File: src/rtl/fifo_frame_pkg.sv
// Shared types and default widths for the length-framed FIFO reader.
package fifo_frame_pkg;

  localparam int unsigned DEF_DSIZE   = 32;
  localparam int unsigned DEF_LEN_W   = 16;
  localparam int unsigned DEF_ZCNT_W  = 8;
  localparam int unsigned HDR_LEN_LSB = 0;

  typedef enum logic [1:0] {
    S_HDR      = 2'd0,
    S_HDR_WAIT = 2'd1,
    S_PAY      = 2'd2
  } state_t;

  // Routing tag carried alongside each outstanding FIFO pop.
  typedef struct packed {
    logic is_hdr;
    logic is_last;
  } pop_tag_t;

endpackage

File: src/rtl/stream_buf2.sv
// Two-entry in-order valid/ready buffer carrying {data, last}.
// The head entry drives the stream outputs directly from flops.
module stream_buf2
  import fifo_frame_pkg::*;
#(
  parameter int unsigned DSIZE = DEF_DSIZE
) (
  input  logic             clk,
  input  logic             rst,
  input  logic             push,
  input  logic [DSIZE-1:0] push_data,
  input  logic             push_last,
  output logic [1:0]       occ,
  output logic [DSIZE-1:0] m_data,
  output logic             m_last,
  output logic             m_valid,
  input  logic             m_ready
);

  logic [DSIZE-1:0] tail_data;
  logic             tail_last;
  logic             drain;
  logic [1:0]       wr_idx;

  assign m_valid = (occ != 2'd0);
  assign drain   = m_valid && m_ready;
  // Slot a new word lands in once this cycle's drain has shifted the tail up.
  assign wr_idx  = occ - 2'(drain);

  always_ff @(posedge clk) begin
    if (rst) begin
      occ       <= 2'd0;
      m_data    <= '0;
      m_last    <= 1'b0;
      tail_data <= '0;
      tail_last <= 1'b0;
    end else begin
      if (drain) begin
        m_data <= tail_data;
        m_last <= tail_last;
      end
      if (push) begin
        if (wr_idx == 2'd0) begin
          m_data <= push_data;
          m_last <= push_last;
        end else begin
          tail_data <= push_data;
          tail_last <= push_last;
        end
      end
      occ <= occ + 2'(push) - 2'(drain);
    end
  end

endmodule

File: src/rtl/fifo_frame_reader.sv
// Pops length-framed records from a synchronous FIFO and replays the payload
// as a valid/ready stream with a last marker; headers are consumed internally.
module fifo_frame_reader
  import fifo_frame_pkg::*;
#(
  parameter int unsigned DSIZE  = DEF_DSIZE,
  parameter int unsigned LEN_W  = DEF_LEN_W,
  parameter int unsigned ZCNT_W = DEF_ZCNT_W
) (
  input  logic              clk,
  input  logic              rst,
  input  logic [DSIZE-1:0]  fifo_rdata,
  input  logic              fifo_rempty,
  output logic              fifo_rinc,
  output logic [DSIZE-1:0]  m_data,
  output logic              m_valid,
  input  logic              m_ready,
  output logic              m_last,
  output logic              busy,
  output logic [ZCNT_W-1:0] zlen_cnt
);

  state_t           state_q, state_d;
  logic [LEN_W-1:0] rem_q, rem_d;
  logic             inflight_q;
  pop_tag_t         tag_q, tag_d;
  logic             zlen_inc;

  logic [1:0]       occ;
  logic             drain;
  logic [2:0]       pending;
  logic             credit_ok;
  logic             state_allows;
  logic             hdr_cap;
  logic             pay_cap;
  logic [LEN_W-1:0] hdr_len;

  assign hdr_len = fifo_rdata[HDR_LEN_LSB +: LEN_W];
  assign hdr_cap = inflight_q && tag_q.is_hdr;
  assign pay_cap = inflight_q && !tag_q.is_hdr;

  // Credit counts buffered words plus the outstanding pop, less this cycle's drain.
  assign drain     = m_valid && m_ready;
  assign pending   = 3'(occ) + 3'(inflight_q) - 3'(drain);
  assign credit_ok = (pending < 3'd2);

  assign state_allows = (state_q == S_HDR) ||
                        ((state_q == S_PAY) && (rem_q != '0));

  assign fifo_rinc = !rst && !fifo_rempty && state_allows && credit_ok;

  assign busy = (state_q != S_HDR) || (occ != 2'd0) || inflight_q;

  // Next-state, remaining-length and pop-tag decode.
  always_comb begin
    state_d  = state_q;
    rem_d    = rem_q;
    tag_d    = '0;
    zlen_inc = 1'b0;
    case (state_q)
      S_HDR: begin
        tag_d.is_hdr = 1'b1;
        if (fifo_rinc) state_d = S_HDR_WAIT;
      end
      S_HDR_WAIT: begin
        if (hdr_cap) begin
          if (hdr_len == '0) begin
            zlen_inc = 1'b1;
            state_d  = S_HDR;
          end else begin
            rem_d   = hdr_len;
            state_d = S_PAY;
          end
        end
      end
      S_PAY: begin
        tag_d.is_last = (rem_q == LEN_W'(1));
        if (fifo_rinc) begin
          rem_d = rem_q - LEN_W'(1);
          if (rem_q == LEN_W'(1)) state_d = S_HDR;
        end
      end
      default: state_d = S_HDR;
    endcase
  end

  always_ff @(posedge clk) begin
    if (rst) begin
      state_q    <= S_HDR;
      rem_q      <= '0;
      inflight_q <= 1'b0;
      tag_q      <= '0;
      zlen_cnt   <= '0;
    end else begin
      state_q    <= state_d;
      rem_q      <= rem_d;
      inflight_q <= fifo_rinc;
      if (fifo_rinc) tag_q <= tag_d;
      if (zlen_inc && (zlen_cnt != {ZCNT_W{1'b1}})) zlen_cnt <= zlen_cnt + ZCNT_W'(1);
    end
  end

  stream_buf2 #(
    .DSIZE(DSIZE)
  ) u_buf (
    .clk       (clk),
    .rst       (rst),
    .push      (pay_cap),
    .push_data (fifo_rdata),
    .push_last (tag_q.is_last),
    .occ       (occ),
    .m_data    (m_data),
    .m_last    (m_last),
    .m_valid   (m_valid),
    .m_ready   (m_ready)
  );

endmodule
File: config.mk
export PLATFORM = sky130hd
export DESIGN_NAME = fifo_frame_reader
export DESIGN_NICKNAME = d
export VERILOG_FILES = /design/src/rtl/fifo_frame_pkg.sv /design/src/rtl/stream_buf2.sv /design/src/rtl/fifo_frame_reader.sv
export SDC_FILE = /design/constraint.sdc
export NUM_CORES = 1
export LEC_CHECK = 0
export ABC_AREA = 1
export CAP_MARGIN = 20
export CORE_MARGIN = 2
export CORE_UTILIZATION = 45
export CTS_CLUSTER_DIAMETER = 30
export DETAILED_ROUTE_END_ITERATION = 7
export PLACE_DENSITY = 0.69
export SETUP_SLACK_MARGIN = 0.5
export SLEW_MARGIN = 10
export SYNTH_ARGS = -nofsm -noshare
export SYNTH_HDL_FRONTEND = slang
export SYNTH_SLANG_ARGS = --single-unit
File: constraint.sdc
create_clock -name clk -period 4.55 [get_ports clk]
set_input_delay 0.455 -clock clk [delete_from_list [all_inputs] [get_ports clk]]
set_output_delay 0.455 -clock clk [all_outputs]
set_load 0.02 [all_outputs]
### Word-level counts from Yosys, hierarchy flattened

Index checks and enable logic that the tools add are counted.

* register bits after elaboration: 97
* latch bits: 0
* bits in writable memories: 0
* ROM bits: 0
* input port bits: 36
* output and inout port bits: 44
* logic and storage cells: 74
* memories kept: 0

* add/subtract/negate cells: 7
* $mul: 0
* divide/modulo/power cells: 0
* $lt $le $gt $ge: 1
* eq/ne operators: 9
* shift operators: 0
* mux-type cells: 21
* bitwise operators: 1
* reductions and logical operators: 24

Operator list (number)
* 2-to-1 mux 32 bit: 3
* 2-to-1 mux 16 bit: 3
* one-hot mux 16 bit (2 select lines): 1
* equality test 16 x 1 -> 1 bit (second input constant): 1
* zero test 16 bit: 1
* nonzero test 16 bit: 1
* subtractor 16 x 1 -> 16 bit (second input constant): 1
* 2-to-1 mux 2 bit: 5
* adder 8 x 1 -> 8 bit (second input constant): 1
* logical AND 1 bit: 8
* 2-to-1 mux 1 bit: 8
* != test 2 bit (second input constant): 4
* != test 8 bit (second input constant): 1
* AND reduction 4 bit: 2
* one-hot mux 2 bit (3 select lines): 1
* nonzero test 2 bit: 3
* zero test 2 bit: 2
* subtractor 2 x 1 -> 2 bit: 2
* adder 2 x 1 -> 3 bit: 1
* zero test 1 bit: 3
* logical OR 1 bit: 3
* less-than comparator 3 x 2 -> 1 bit (second input constant): 1
* subtractor 3 x 1 -> 3 bit: 1
* adder 2 x 1 -> 2 bit: 1
* 5 further kinds: 5

### Longest topological paths before layout

Gate-level depths: netlist of run 1.

* word-level depth: 7
* depth in mapped cells: 14
* gate-level depth less buffers: 13

### Modules after synthesis

From an unflattened synthesis of run 1, not the netlist that was laid out.

* cells, all modules: 919
* area total of the unflattened synthesis: 5565.3 µm²

By module, submodules not included
* stream_buf2: instances 1, cells each 595, area each 3507.1 µm², sequential area each 1361.3 µm²
* fifo_frame_reader: instances 1, cells each 324, area each 2058.2 µm², sequential area each 580.6 µm²

### Worst setup path after synthesis of run 1

Ideal clock, no wire load.

* path kind: input to output
* start: input port m_ready
* end: output port fifo_rinc
* arrival: 1.957 ns
* data required time: 4.095 ns
* slack: 2.138 ns
* stages on the path: 10
* path buffers: 0
* path through: inv_1 -> nor2_4 -> nand2_4 -> o21ai_4 -> nand2_1 -> fa_1 -> nand3_1 -> nor2_1 -> nand2_1 -> inv_1

* word-level cells in the longest chain between the ends: 4

RTL lines
* start, declared: line fifo_frame_reader.sv:17 `input logic m_ready,`
* logical AND 1 bit: line fifo_frame_reader.sv:43 `assign drain = m_valid && m_ready;`
* subtractor 3 x 1 -> 3 bit: line fifo_frame_reader.sv:44 `assign pending = 3'(occ) + 3'(inflight_q) - 3'(drain);`
* less-than comparator 3 x 2 -> 1 bit: line fifo_frame_reader.sv:45 `assign credit_ok = (pending < 3'd2);`
* logical AND 1 bit: line fifo_frame_reader.sv:50 `assign fifo_rinc = !rst && !fifo_rempty && state_allows && credit_ok;`
* end, declared: line fifo_frame_reader.sv:14 `output logic fifo_rinc,`

No other way between the ends.

### Worst setup path after layout of run 1

Ends and elaborated chain as after synthesis.

==> flow_summary_export.csv, run 1 <==
group,metric,value,unit
run_status,status,"finished, final reports clean",
synth,synth_cell_types,31,
clock_tree,post_cts_buffers,0,
final_layout,stdcell_area,0.005899,mm²
clock_tree,cts_made_buffers,9,
pwr,leakagePower,2.712,nW
final_layout,ff_latch_area,0.001942,mm²
drt,totalWireLength,12250,µm
drt,drtIter0Drc,209,
sta,relSlewSlack,42.68,%
drt,wl_per_cell,12.54,µm
clock_tree,worstSkewPairLatency,0.36,ns
pwr,p_clk_share,18.6,%
drt,viasPerCell,4.941,
floorplanning,dieArea,0.01167,mm²
setup_path,crit_chain,"clkdlybuf4s50_1, inv_1, nor2_4, nand2_4, o21ai_4, nand2_1, fa_1, nand3_1, nor2_1, nand2_1, inv_1, clkdlybuf4s50_1",
pwr,power_frac_comb,43.9,%
clock_tree,cts_sinks,97,
pwr,power_per_cell_area,518.7,mW/mm²
floorplanning,start_util,46.76,%
sta,fmax,280.2,MHz
pwr,ir_drop,0.1817,mV
final_layout,insertedDiodeCount,0,
setup_path,path_max_fanout,5,
sta,rsz0062_at_grt,"false",
clock_tree,h-tree-depth,3,
sta,setup_violations,0,
setup_path,cp-start-kind,"primary input",
synth,syn-num-nets,819,
drt,ant_nets,0,
clock_tree,path_clk_slew,0.09,ns
pwr,swShare,40.23,%
global_routing,grt_pass1_wl,20530,µm
synth,ys_warn_count,0,
setup_path,end_kind,"output port",
clock_tree,cts_tree,"yes",
final_layout,area_growth,21.11,%
synth,netlist_area,0.004871,mm²
clock_tree,root_buffer,"clkbuf_8",
global_routing,grtUsageTotal,21.74,%
placement,dp_slack,0.9912,ns
synth,ys_seq_area_share,39.87,%
pwr,internal-power,1.829,mW
final_layout,fill_cells,1047,
pwr,power,3.060,mW
run,maxCapViolations,0,
sta,setup_slack,0.9816,ns
sta,worst_pin_slew,0.8566,ns
setup_path,crit_type,"in -> out",
final_layout,nNetsFinal,879,
clock_tree,cts_hold_buf,0,
global_routing,grt_max_degree,90,
sta,fin_crit_sh,78.43,%
pwr,seq_power_share,37.5,%
floorplanning,dieHeight,108.0,µm
setup_path,critical_path.slowest_cell,"clkdlybuf4s50_1",
placement,place_area,0.005677,mm²
setup_path,worst_path_largest_cell_delay,0.61,ns
clock_tree,cts-resized-gates,0,
global_routing,antenna_found_initial,0,
drt,vias,4827,
pwr,switchingPower,1.231,mW
floorplanning,rows,37,
final_layout,multi_input_area,0.002532,mm²
placement,gp_congestion,0.9225,
synth,synthCells,776,
global_routing,grt_pass1_vias,4498,
sta,tns,0,ns
placement,placement.io_buffers,79,
sta,finalCriticalPeriod,3.568,ns
sta,slew_viol_final,0,
floorplanning,ioPinCount,80,
global_routing,grt_overflow_total,0,
synth,syn_area_per_cell,6.277,µm²
floorplanning,core,0.01042,mm²
placement,hpwlAfterDp,8186,µm
sta,hold_viol_final,0,
final_layout,layout_commonest_cell,"nand2_1",
floorplanning,die_w,108.0,µm
synth,ys_seq_elements,97,
clock_tree,cts_buffer_depth,2,
drt,first_pass_iters,4,
final_layout,final_cell_mix,"nand2_1, nor2_1, dfxtp_1",
worst_hold_path,hold_path.class,"reg -> reg",
setup_path,worst_ep_required_time,4.09,ns
final_layout,drive_above_1_share,4.043,%
setup_path,arrival,3.11,ns
drt,drc_errors,0,
sta,skew,0.007380,ns
-- cells in the mapped netlist (all sizes together) --
| library cell | instances | share of area, % |
|---|---|---|
| nand2 | 222 | 18 |
| nor2 | 214 | 17 |
| dfxtp | 97 | 40 |
| o21ai | 60 | 6.4 |
| nand3 | 59 | 6.3 |
| inv | 55 | 4.3 |
| buf | 21 | 2.6 |
| a21oi | 15 | 1.5 |
| clkbuf | 13 | 1.1 |
| ha | 6 | 1.5 |
| nand4 | 4 | 0.51 |
| clkinv | 2 | 0.21 |
| nor3 | 2 | 0.21 |
| xor2 | 2 | 0.36 |
| fa | 1 | 0.41 |
| mux2i | 1 | 0.21 |
| nand3b | 1 | 0.15 |
| xnor2 | 1 | 0.18 |
-- cells by family after synthesis --
logic type,Yosys count,synth area share (%)
xor+xnor,3,0.5395
flops,97,39.87
fa+ha+maj,7,1.952
buf+inv,91,8.143
mux,1,0.2055
simple gates,502,41.36
compound gates,75,7.938
-- per-layer routing --
layer  share of wire, %  global-route usage, %
met4                1.8                  8.883
met1                 46                  27.78
met3                4.9                  2.471
met5                  0                      0
met2                 47                  37.33
-- sequential cells by signal, indices dropped and copies added, names as in the netlist --
name and count:
u_buf.m_data 32, u_buf.tail_data 32, rem_q 16, zlen_cnt 8
state_q 2, tag_q 2, u_buf.occ 2, inflight_q 1
u_buf.m_last 1, u_buf.tail_last 1
-- power groups by stage --
stage | logic [mW] | registers [mW] | clock network, mW
finish | 1.34 | 1.15 | 0.569
global route | 1.52 | 1.17 | 0.618
detailed placement | 1.33 | 1.17 | 0
floorplan | 0.803 | 1.27 | 0
global placement | 1.30 | 1.16 | 0
CTS | 1.34 | 1.15 | 0.580
-- worst paths after layout --
| check | cells past startpoint | slack [ns] | start | to |
|---|---|---|---|---|
| hold reg to reg | 2 | 0.49 | u_buf.tail_data[8] | u_buf.tail_data[8] |
| setup reg to reg | 13 | 1.74 | u_buf.occ[1] | rem_q[15] |
| setup / recovery | 12 | 0.98 | m_ready | fifo_rinc |
| hold / removal | 2 | 0.49 | u_buf.tail_data[8] | u_buf.tail_data[8] |
-- per-stage QoR --
stage          hold WS, ns  utilization (%)  cells
6_report            0.4885            56.64    977
5_1_grt             0.5173            56.64    977
4_1_cts             0.4936            56.37    976
3_5_place_dp        0.4721            54.50    960
3_3_place_gp        0.4622            54.50    960
2_1_floorplan       0.4543                -    776
-- critical path: cells and delay by family --
family / cells / cell delay [ns]
simple gates: 6 / 0.75
buf+inv: 4 / 1.34
compound gates: 1 / 0.08
fa+ha+maj: 1 / 0.48
-- area by class of cell --
class / count / share of cell area [%]
tap: 136 / 2.884
sequential: 97 / 32.92
multi-input combinational: 588 / 42.93
clock inverter: 6 / 1.145
inverter: 57 / 3.712
timing repair buffer: 83 / 14.25
clock buffer: 10 / 2.163
Power figures use the tool's default switching activity.
==> inputs of run 2 (changes only) <==
- PLACE_DENSITY: 0.69 -> 0.72
- clock period: 4.55 -> 2.9 ns (I/O delays scaled with it)
==> flow_summary_export.csv, run 2 (same netlist as run 1, synthesis figures left out) <==
group,metric,value,unit
global_routing,grt_max_degree,90,
sta,worst_pin_slew,0.8563,ns
placement,placement.io_buffers,79,
sta,finalCriticalPeriod,2.494,ns
global_routing,grt-busiest-layer,"met2",
placement,dp_slack,-0.1238,ns
placement,dp_cells,973,
sta,hold_viol_final,0,
global_routing,grt_pass1_wl,20820,µm
floorplanning,die_w,108.0,µm
worst_hold_path,hold_path.class,"reg -> reg",
sta,relSlewSlack,42.91,%
global_routing,grtUsageTotal,21.85,%
global_routing,grt_overflow_total,0,
clock_tree,cts_hold_buf,0,
floorplanning,rows,37,
setup_path,r2r-start,"u_buf.occ[1]",
setup_path,worst_ep_required_time,2.61,ns
floorplanning,dieArea,0.01167,mm²
placement,hpwlAfterDp,8316,µm
final_layout,drive_above_1_share,8.922,%
setup_path,ff2ff_path_depth,17,
global_routing,antenna_found_initial,0,
final_layout,ff_latch_area,0.001947,mm²
pwr,leakagePower,2.845,nW
sta,setup_slack,0.4060,ns
clock_tree,cts_buffer_depth,2,
pwr,ir_drop,0.3150,mV
placement,place_area,0.005787,mm²
sta,skew,0.008763,ns
run,maxCapViolations,0,
setup_path,arrival,2.20,ns
sta,fmax,401.0,MHz
global_routing,use_met1,28.02,%
setup_path,r2r-end,"rem_q[8]",
setup_path,end_kind,"output port",
setup_path,rrSetupSlack,0.41,ns
final_layout,insertedDiodeCount,0,
final_layout,stdcell_area,0.006163,mm²
setup_path,cp-endpoint,"fifo_rinc",
placement,gp_congestion,0.8900,
clock_tree,path_clk_slew,0.10,ns
clock_tree,root_buffer,"clkbuf_8",
drt,first_pass_iters,4,
final_layout,area_growth,26.53,%
clock_tree,cts_tree,"yes",
setup_path,cp-start-kind,"register",
drt,totalWireLength,12700,µm
setup_path,crit_type,"reg -> out",
pwr,power_per_cell_area,798.4,mW/mm²
sta,rsz0062_at_grt,"true",
floorplanning,dieHeight,108.0,µm
clock_tree,cts_made_buffers,9,
global_routing,grt_pass1_vias,4564,
final_layout,layout.cells.non_filler,999,
sta,slew_viol_final,0,
drt,wl_per_cell,12.71,µm
sta,fin_crit_sh,86.00,%
final_layout,final_cell_mix,"nor2_1, nand2_1, dfxtp_1",
drt,drc_errors,0,
setup_path,timing.critical_path.from,"u_buf.occ[1]",
drt,vias,4950,
sta,setup_violations,0,
drt,drtIter0Drc,251,
global_routing,met2_usage,37.20,%
floorplanning,ioPinCount,80,
final_layout,multi_input_area,0.002600,mm²
final_layout,fill_cells,1006,
drt,ant_nets,0,
final_layout,nNetsFinal,901,
final_layout,layout_commonest_cell,"nor2_1",
drt,viasPerCell,4.955,
worst_hold_path,min_path_cells,2,
clock_tree,h-tree-depth,3,
floorplanning,core,0.01042,mm²
clock_tree,worstSkewPairLatency,0.37,ns
global_routing,use_met3,3.677,%
floorplanning,start_util,46.76,%
clock_tree,cts_sinks,97,
run_status,status,"finished, final reports clean",
final_layout,top_regs,"u_buf.m_data: 32 flops, u_buf.tail_data: 32 flops, rem_q: 16 flops",
setup_path,path_max_fanout,2,
## run 2: cell types whose count changed in the layout (fill, tap and decap cells not counted), moves of 3 or more
cell / before / now
buf_4: 3 / 18
buf_6: 0 / 6
inv_1: 51 / 48
inv_2: 3 / 6
nand2_1: 218 / 209
nand2_2: 2 / 9
## run 2: final cells by class
type	instances	area share (%)
Multi-Input combinational cell	588	42.18
Inverter	57	3.573
Sequential cell	97	31.59
Tap cell	136	2.761
Timing Repair Buffer	105	16.91
Clock buffer	9	2.010
Clock inverter	7	0.9744
## run 2: critical path, cell delays in order (launching register included)
cell	delay [ns]
dfxtp_4	0.37
nor2_4	0.14
nor2_4	0.05
nand2_4	0.06
buf_4	0.11
inv_1	0.05
fa_2	0.53
nand3_2	0.09
nor2_4	0.15
nand2_2	0.08
inv_2	0.08
buf_6	0.11
## run 2: per-stage QoR
| stage | setup TNS [ns] | total power, mW | hold WS (ns) | utilization, % |
|---|---|---|---|---|
| global placement | 0 | 3.908 | 0.4622 | 55.56 |
| floorplan | 0 | 3.249 | 0.4249 | - |
| global route | 0 | 5.310 | 0.5040 | 59.17 |
| finish | 0 | 4.921 | 0.4901 | 59.17 |
| detailed placement | -0.1238 | 3.962 | 0.4706 | 55.56 |
| CTS | 0 | 4.865 | 0.4855 | 57.97 |
## run 2: how the worst min path moves through the flow
stage	startpoint	end
3_5_place_dp	u_buf.tail_data[1]	u_buf.tail_data[1]
4_1_cts	tag_q[1]	tag_q[1]
2_1_floorplan	fifo_rdata[16]	u_buf.m_data[16]
5_1_grt	tag_q[1]	tag_q[1]
3_3_place_gp	u_buf.tail_data[8]	u_buf.tail_data[8]
6_report	tag_q[1]	tag_q[1]
## run 2: where the power goes
group | switching [mW] | internal [mW] | leakage [nW] | total, mW
clock | 0.521 | 0.329 | 0.0901 | 0.849
combinational | 1.33 | 0.942 | 1.97 | 2.27
sequential | 0.170 | 1.63 | 0.788 | 1.80
total | 2.02 | 2.90 | 2.84 | 4.92
## run 2: per-layer routing
layer	part of all wire, %	wire (µm)	vias up
met3	4.6	580	12
met4	1.2	155	0
li1	-	-	2574
met2	48	6064	105
met5	0	0	-
met1	46	5899	2259
## run 2: what timing repair did
action | in CTS | in global routing
setup endpoints to repair | 14 | 56
buffers inserted | 7 | 2
endpoints found under the hold margin | 0 | 0
resized for setup | 14 | 26
gates cloned | 0 | 1
pin swaps | 5 | 14
==> edit 1: new RTL, flow settings as in run 2 <==
`DEF_LEN_W`: 16 -> 32.
--- a/src/rtl/fifo_frame_pkg.sv
+++ b/src/rtl/fifo_frame_pkg.sv
@@ -2,7 +2,7 @@
 package fifo_frame_pkg;
 
   localparam int unsigned DEF_DSIZE   = 32;
-  localparam int unsigned DEF_LEN_W   = 16;
+  localparam int unsigned DEF_LEN_W   = 32;
   localparam int unsigned DEF_ZCNT_W  = 8;
   localparam int unsigned HDR_LEN_LSB = 0;
 
Check against the original RTL: not equivalent (Yosys sat finds a counterexample within 4 cycles, from zero or initial values and one cycle with rst high).
==> edit 1 against run 2 <==
- fmax is 2.9% higher
- synthesized cell count is 29% higher
- critical path depth stayed put
- sequential cell count is 16 higher
- routed wire length is 50% higher
- total power is 38% higher
- final area is 34% higher
- worst setup slack better by 0.071 ns
- via count is 36% higher
- area after synthesis is 28% higher
- critical endpoint unchanged
- largest power group unchanged
==> edit 1: results (changes against run 2) <==
stage,metric,value,unit,change
clock_network,cts_made_buffers,17,,was 9
sta,final.setup_skew,0.00809,ns,was 0.00876 ns
layout,final_nets,1130,,was 901
global_routing,use_met1,33.4,%,was 28.0%
sta,hold-worst-slack,0.449,ns,was 0.490 ns
layout,post-route-util,61.6,%,was 59.2%
global_routing,grt_max_degree,104,,was 90
clock_network,htree_num_levels,4,,was 3
synthesis,synthArstFlopShare,0,%,unchanged
route,viasPerCell,5.29,,was 4.95
layout,reg_top3,"rem_q x32, u_buf.m_data x32, u_buf.tail_data x32",,"was u_buf.m_data x32, u_buf.tail_data x32, rem_q x16"
synthesis,synthTopCellsByArea,"dfxtp_1 (36%), nand2_1 (16%), nor2_1 (12%), inv_1 (4.5%), o21ai_0 (4.5%)",,"was dfxtp_1 (40%), nand2_1 (17%), nor2_1 (16%), nand3_1 (5.9%), o21ai_0 (5.0%)"
worst_setup_path,critPathMaxFanout,2,,unchanged
sta,setup_ws,0.477,ns,was 0.406 ns
layout,fill_cells,1242,,was 1006
clock_network,cts_root_buf,clkbuf_16,,was clkbuf_8
clock_network,clk_pin_slew,0.06,ns,was 0.10 ns
synthesis,synth_cell_types,34,,was 31
place,dp_cells,1230,,was 973
place,place_hpwl,12.0,mm,was 8.32 mm
global_routing,grt_use_total,24.4,%,was 21.8%
route,dr_total_vias,6747,,was 4950
sta,max_slew_margin,27.2,%,was 42.9%
synthesis,ys_seq_area_share,36.3,%,was 39.9%
power,cellLeakagePower,0.00379,µW,was 0.00284 µW
synthesis,postSynthAreaPerCell,6.23,µm²,was 6.28 µm²
synthesis,synth_commonest_cells,"nand2_1 (264), nor2_1 (193), dfxtp_1 (113), inv_1 (75), o21ai_0 (56)",,"was nand2_1 (218), nor2_1 (212), dfxtp_1 (97), nand3_1 (57), inv_1 (51)"
global_routing,grt_use_met3,5.48,%,was 3.68%
worst_setup_path,rr_worst_depth,15,,was 17
synthesis,syn-num-nets,1042,,was 819
global_routing,use_met2,37.5,%,was 37.2%
global_routing,grt_pass1_wl,28.3,mm,was 20.8 mm
run_status,status,completed,,unchanged
route,drt_first_pass_iters,6,,was 4
worst_setup_path,worstPathArrival,2.13,ns,was 2.20 ns
clock_network,clock_latency,0.42,ns,was 0.37 ns
worst_setup_path,critPathMaxStageDelay,0.51,ns,was 0.53 ns
power,ir_drop,465,µV,was 315 µV
global_routing,grt_pass1_vias,5703,,was 4564
place,pre_cts_ws,-0.0683,ns,was -0.124 ns
worst_setup_path,cp_slowest_cell,fa_1,,was fa_2
place,placed_cell_area,0.00722,mm²,was 0.00579 mm²
route,routed_wl,19.1,mm,was 12.7 mm
layout,drive_gt1_share,14.3,%,was 8.92%
worst_setup_path,timing.rr.end,rem_q[9],,was rem_q[8]
worst_setup_path,crit_end,fifo_rinc,,unchanged
route,drt_iter0_drc,816,,was 251
worst_setup_path,reg2reg_slack,0.50,ns,was 0.41 ns
place,place_congestion,0.917,,was 0.890
-- edit 1: power breakdown --
part           internal [µW]  switching (µW)  leakage (µW)  total [µW]
Combinational           1050            1690       0.00260        2740
Clock                   1280             780      0.000279        2060
Sequential              1840             167      0.000916        2010
-- edit 1: area by class of cell --
type                       count  area share, %
timing repair inverter         1          0.197
clock inverter                13           1.67
timing repair buffer         115           14.5
tap                          176           2.67
sequential                   113           27.4
inverter                      89           4.23
clock buffer                  19           5.36
multi-input combinational    750           43.9
-- edit 1: cells by family after synthesis --
logic type	after synthesis	synth area share [%]
buf+inv	137	9.00
fa+ha+maj	7	1.53
compound gates	178	15.0
flops	113	36.3
xor+xnor	7	0.985
simple gates	557	37.2
-- edit 1: worst min-delay path by stage --
stage	start	to	depth (start not counted)
finish	u_buf.tail_data[31]	u_buf.tail_data[31]	2
global route	u_buf.tail_data[31]	u_buf.tail_data[31]	2
CTS	u_buf.tail_data[29]	u_buf.tail_data[29]	2
detailed placement	u_buf.tail_data[29]	u_buf.tail_data[29]	2
global placement	u_buf.tail_data[30]	u_buf.tail_data[30]	2
floorplan	u_buf.tail_data[31]	u_buf.tail_data[31]	2
-- edit 1: repair_timing --
action | CTS | global route
resized for setup | 12 | 63
gates cloned | 0 | 8
setup endpoints to repair | 32 | 28
buffers inserted | 1 | 5
hold buffers | 0 | 0
pin swaps | 6 | 26
-- edit 1: worst max-delay path, delay by kind of cell, from the launching register on --
kind	cells	cell delay, ns
AOI/OAI and AO/OA	1	0.06
adders and majority gates	1	0.51
buffers and inverters	2	0.18
DFF	1	0.36
and+or+nand+nor	7	0.61
-- edit 1: per-layer routing --
layer  share of wire [%]  vias up
met2                  46      280
met5                   0        -
met3                 7.4       36
met4                 2.1        0
li1                    -     3379
met1                  45     3052
==> edit 2: new RTL, settings of run 2 <==
Without the edit above. Register the output `zlen_cnt` once more, with the module's reset; this adds one clock of latency there. The other outputs are not delayed to match.
--- a/src/rtl/fifo_frame_reader.sv
+++ b/src/rtl/fifo_frame_reader.sv
@@ -19,6 +19,8 @@
   output logic              busy,
   output logic [ZCNT_W-1:0] zlen_cnt
 );
+
+  logic [ZCNT_W-1:0] zlen_cnt_s0;
 
   state_t           state_q, state_d;
   logic [LEN_W-1:0] rem_q, rem_d;
@@ -90,13 +92,13 @@
       rem_q      <= '0;
       inflight_q <= 1'b0;
       tag_q      <= '0;
-      zlen_cnt   <= '0;
+      zlen_cnt_s0 <= '0;
     end else begin
       state_q    <= state_d;
       rem_q      <= rem_d;
       inflight_q <= fifo_rinc;
       if (fifo_rinc) tag_q <= tag_d;
-      if (zlen_inc && (zlen_cnt != {ZCNT_W{1'b1}})) zlen_cnt <= zlen_cnt + ZCNT_W'(1);
+      if (zlen_inc && (zlen_cnt_s0 != {ZCNT_W{1'b1}})) zlen_cnt_s0 <= zlen_cnt_s0 + ZCNT_W'(1);
     end
   end
 
@@ -115,4 +117,12 @@
     .m_ready   (m_ready)
   );
 
+  always_ff @(posedge clk) begin
+    if (rst) begin
+      zlen_cnt <= '0;
+    end else begin
+      zlen_cnt <= zlen_cnt_s0;
+    end
+  end
+
 endmodule
Formal check against the unedited RTL: not equivalent (a bounded check fails within 4 cycles, from zero or initial values and one cycle with rst high).
==> edit 2 against run 2 <==
- total power up 16%
- area after synthesis up 5.3%
- worst setup slack better by 0.16 ns
- sequential share of layout area up 1.4 points
- routed wire length up 3.9%
- sequential cell count up 8
- final area up 3.6%
- critical path depth unchanged
- largest cell class unchanged
- largest power group unchanged
- highest routed layer unchanged
==> edit 2: results (changes against run 2) <==
stage,metric,value,unit,change
route,wl_met2,6.19,mm,was 6.06 mm
place,place_hpwl,8.94,mm,was 8.32 mm
clock_network,clock_latency,0.34,ns,was 0.37 ns
place,place_congestion,0.881,,was 0.890
layout,multi_input_cells,596,,was 588
synthesis,ys_seq_elements,105,,was 97
route,met1Wirelength,5.93,mm,was 5.90 mm
power,cellLeakagePower,0.00285,µW,was 0.00284 µW
layout,reg_top3,"u_buf.m_data x32, u_buf.tail_data x32, rem_q x16",,unchanged
global_routing,grt_pass1_wl,21.6,mm,was 20.8 mm
global_routing,grt_use_met3,3.66,%,was 3.68%
route,drt_first_pass_iters,8,,was 4
layout,nClkBuffers,12,,was 9
layout,seqAreaFraction,33.0,%,was 31.6%
global_routing,grt_max_degree,54,,was 90
global_routing,grt_use_total,21.0,%,was 21.8%
clock_network,cts_root_buf,clkbuf_16,,was clkbuf_8
route,top_layer,met4,,unchanged
power,p_clk_share,20.4,%,was 17.3%
synthesis,ys_seq_area_share,41.0,%,was 39.9%
layout,inv_count,53,,was 57
global_routing,use_met1,26.6,%,was 28.0%
global_routing,use_met2,35.3,%,was 37.2%
route,wl_met3,775,µm,was 580 µm
synthesis,syn-num-nets,829,,was 819
power,ir_drop,720,µV,was 315 µV
power,powerComb,2590,µW,was 2270 µW
synthesis,postSynthAreaPerCell,6.53,µm²,was 6.28 µm²
layout,clkCellAreaFrac,4.43,%,was 2.98%
layout,multi_input_area_share,42.1,%,was 42.2%
clock_network,clk_pin_slew,0.07,ns,was 0.10 ns
place,dp_cells,987,,was 973
run_status,status,completed,,unchanged
synthesis,synth_ff_type,dfxtp_1,,unchanged
sta,tightest_slew,0.590,ns,was 0.856 ns
sta,hold-worst-slack,0.476,ns,was 0.490 ns
route,wire_per_inst,13.1,µm,was 12.7 µm
worst_setup_path,worstPathArrival,2.05,ns,was 2.20 ns
layout,drive_gt1_share,7.15,%,was 8.92%
route,drt_iter0_drc,274,,was 251
layout,final_nets,905,,was 901
global_routing,grt_pass1_vias,4687,,was 4564
synthesis,synth_commonest_cells,"nor2_1 (227), nand2_1 (211), dfxtp_1 (105), inv_1 (47), nand3_1 (42)",,"was nand2_1 (218), nor2_1 (212), dfxtp_1 (97), nand3_1 (57), inv_1 (51)"
sta,final.setup_skew,0.00636,ns,was 0.00876 ns
layout,stdcell_count,1007,,was 999
floorplanning,coreArea,0.0110,mm²,was 0.0104 mm²
layout,buffer_area_share,14.6,%,was 16.9%
layout,fill_cells,1057,,was 1006
power,swShare,39.6,%,was 41.1%
-- edit 2: changes by cell type after synthesis, sizes merged, moves of 8 or more --
cell	run 2	this run
nor2	214	231
dfxtp	97	105
buf	21	12
o21ai	60	39
o21bai	0	36
nand3	59	44
-- edit 2: final timing paths --
path                                         start            endpoint  slack, ns  cells past startpoint
worst max-delay path                  u_buf.occ[1]           fifo_rinc       0.56                     11
worst min-delay path            u_buf.tail_data[5]  u_buf.tail_data[5]       0.48                      2
worst max register to register        u_buf.occ[1]            rem_q[1]       0.63                     14
worst min register to register  u_buf.tail_data[5]  u_buf.tail_data[5]       0.48                      2
-- edit 2: critical path, cell delays in order, from the launching register on --
cell and delay (ns):
dfxtp_4 0.36, nor2_4 0.15, nor2_4 0.05, nand2_4 0.07, buf_6 0.10, inv_2 0.03
fa_1 0.48, nand3_2 0.10, nor2_4 0.14, nand2_2 0.07, inv_2 0.05, buf_6 0.10
-- edit 2: what timing repair did --
action | CTS | global route
pin swaps | 4 | 6
setup endpoints to repair | 17 | 16
setup buffers | 2 | 2
gates resized for setup | 12 | 10
-- edit 2: through the flow --
step / cell area, µm² / setup WS, ns / util, % / total power, µW
detailed placement: 6040 / -0.0812 / 55.0 / 4480
finish: 6380 / 0.565 / 58.1 / 5720
CTS: 6340 / 0.508 / 57.7 / 5690
global placement: 6040 / -0.0344 / 55.0 / 4410
floorplan: 5130 / 0.594 / - / 3630
global route: 6380 / 0.480 / 58.1 / 6120
-- edit 2: cells by family after synthesis --
| group | share of synthesized area [%] |
|---|---|
| DFF | 41.0 |
| buffers and inverters | 7.07 |
| adders and majority gates | 1.85 |
| and+or+nand+nor | 38.5 |
| xor gates and xnor gates | 0.342 |
| AOI/OAI and AO/OA | 11.2 |
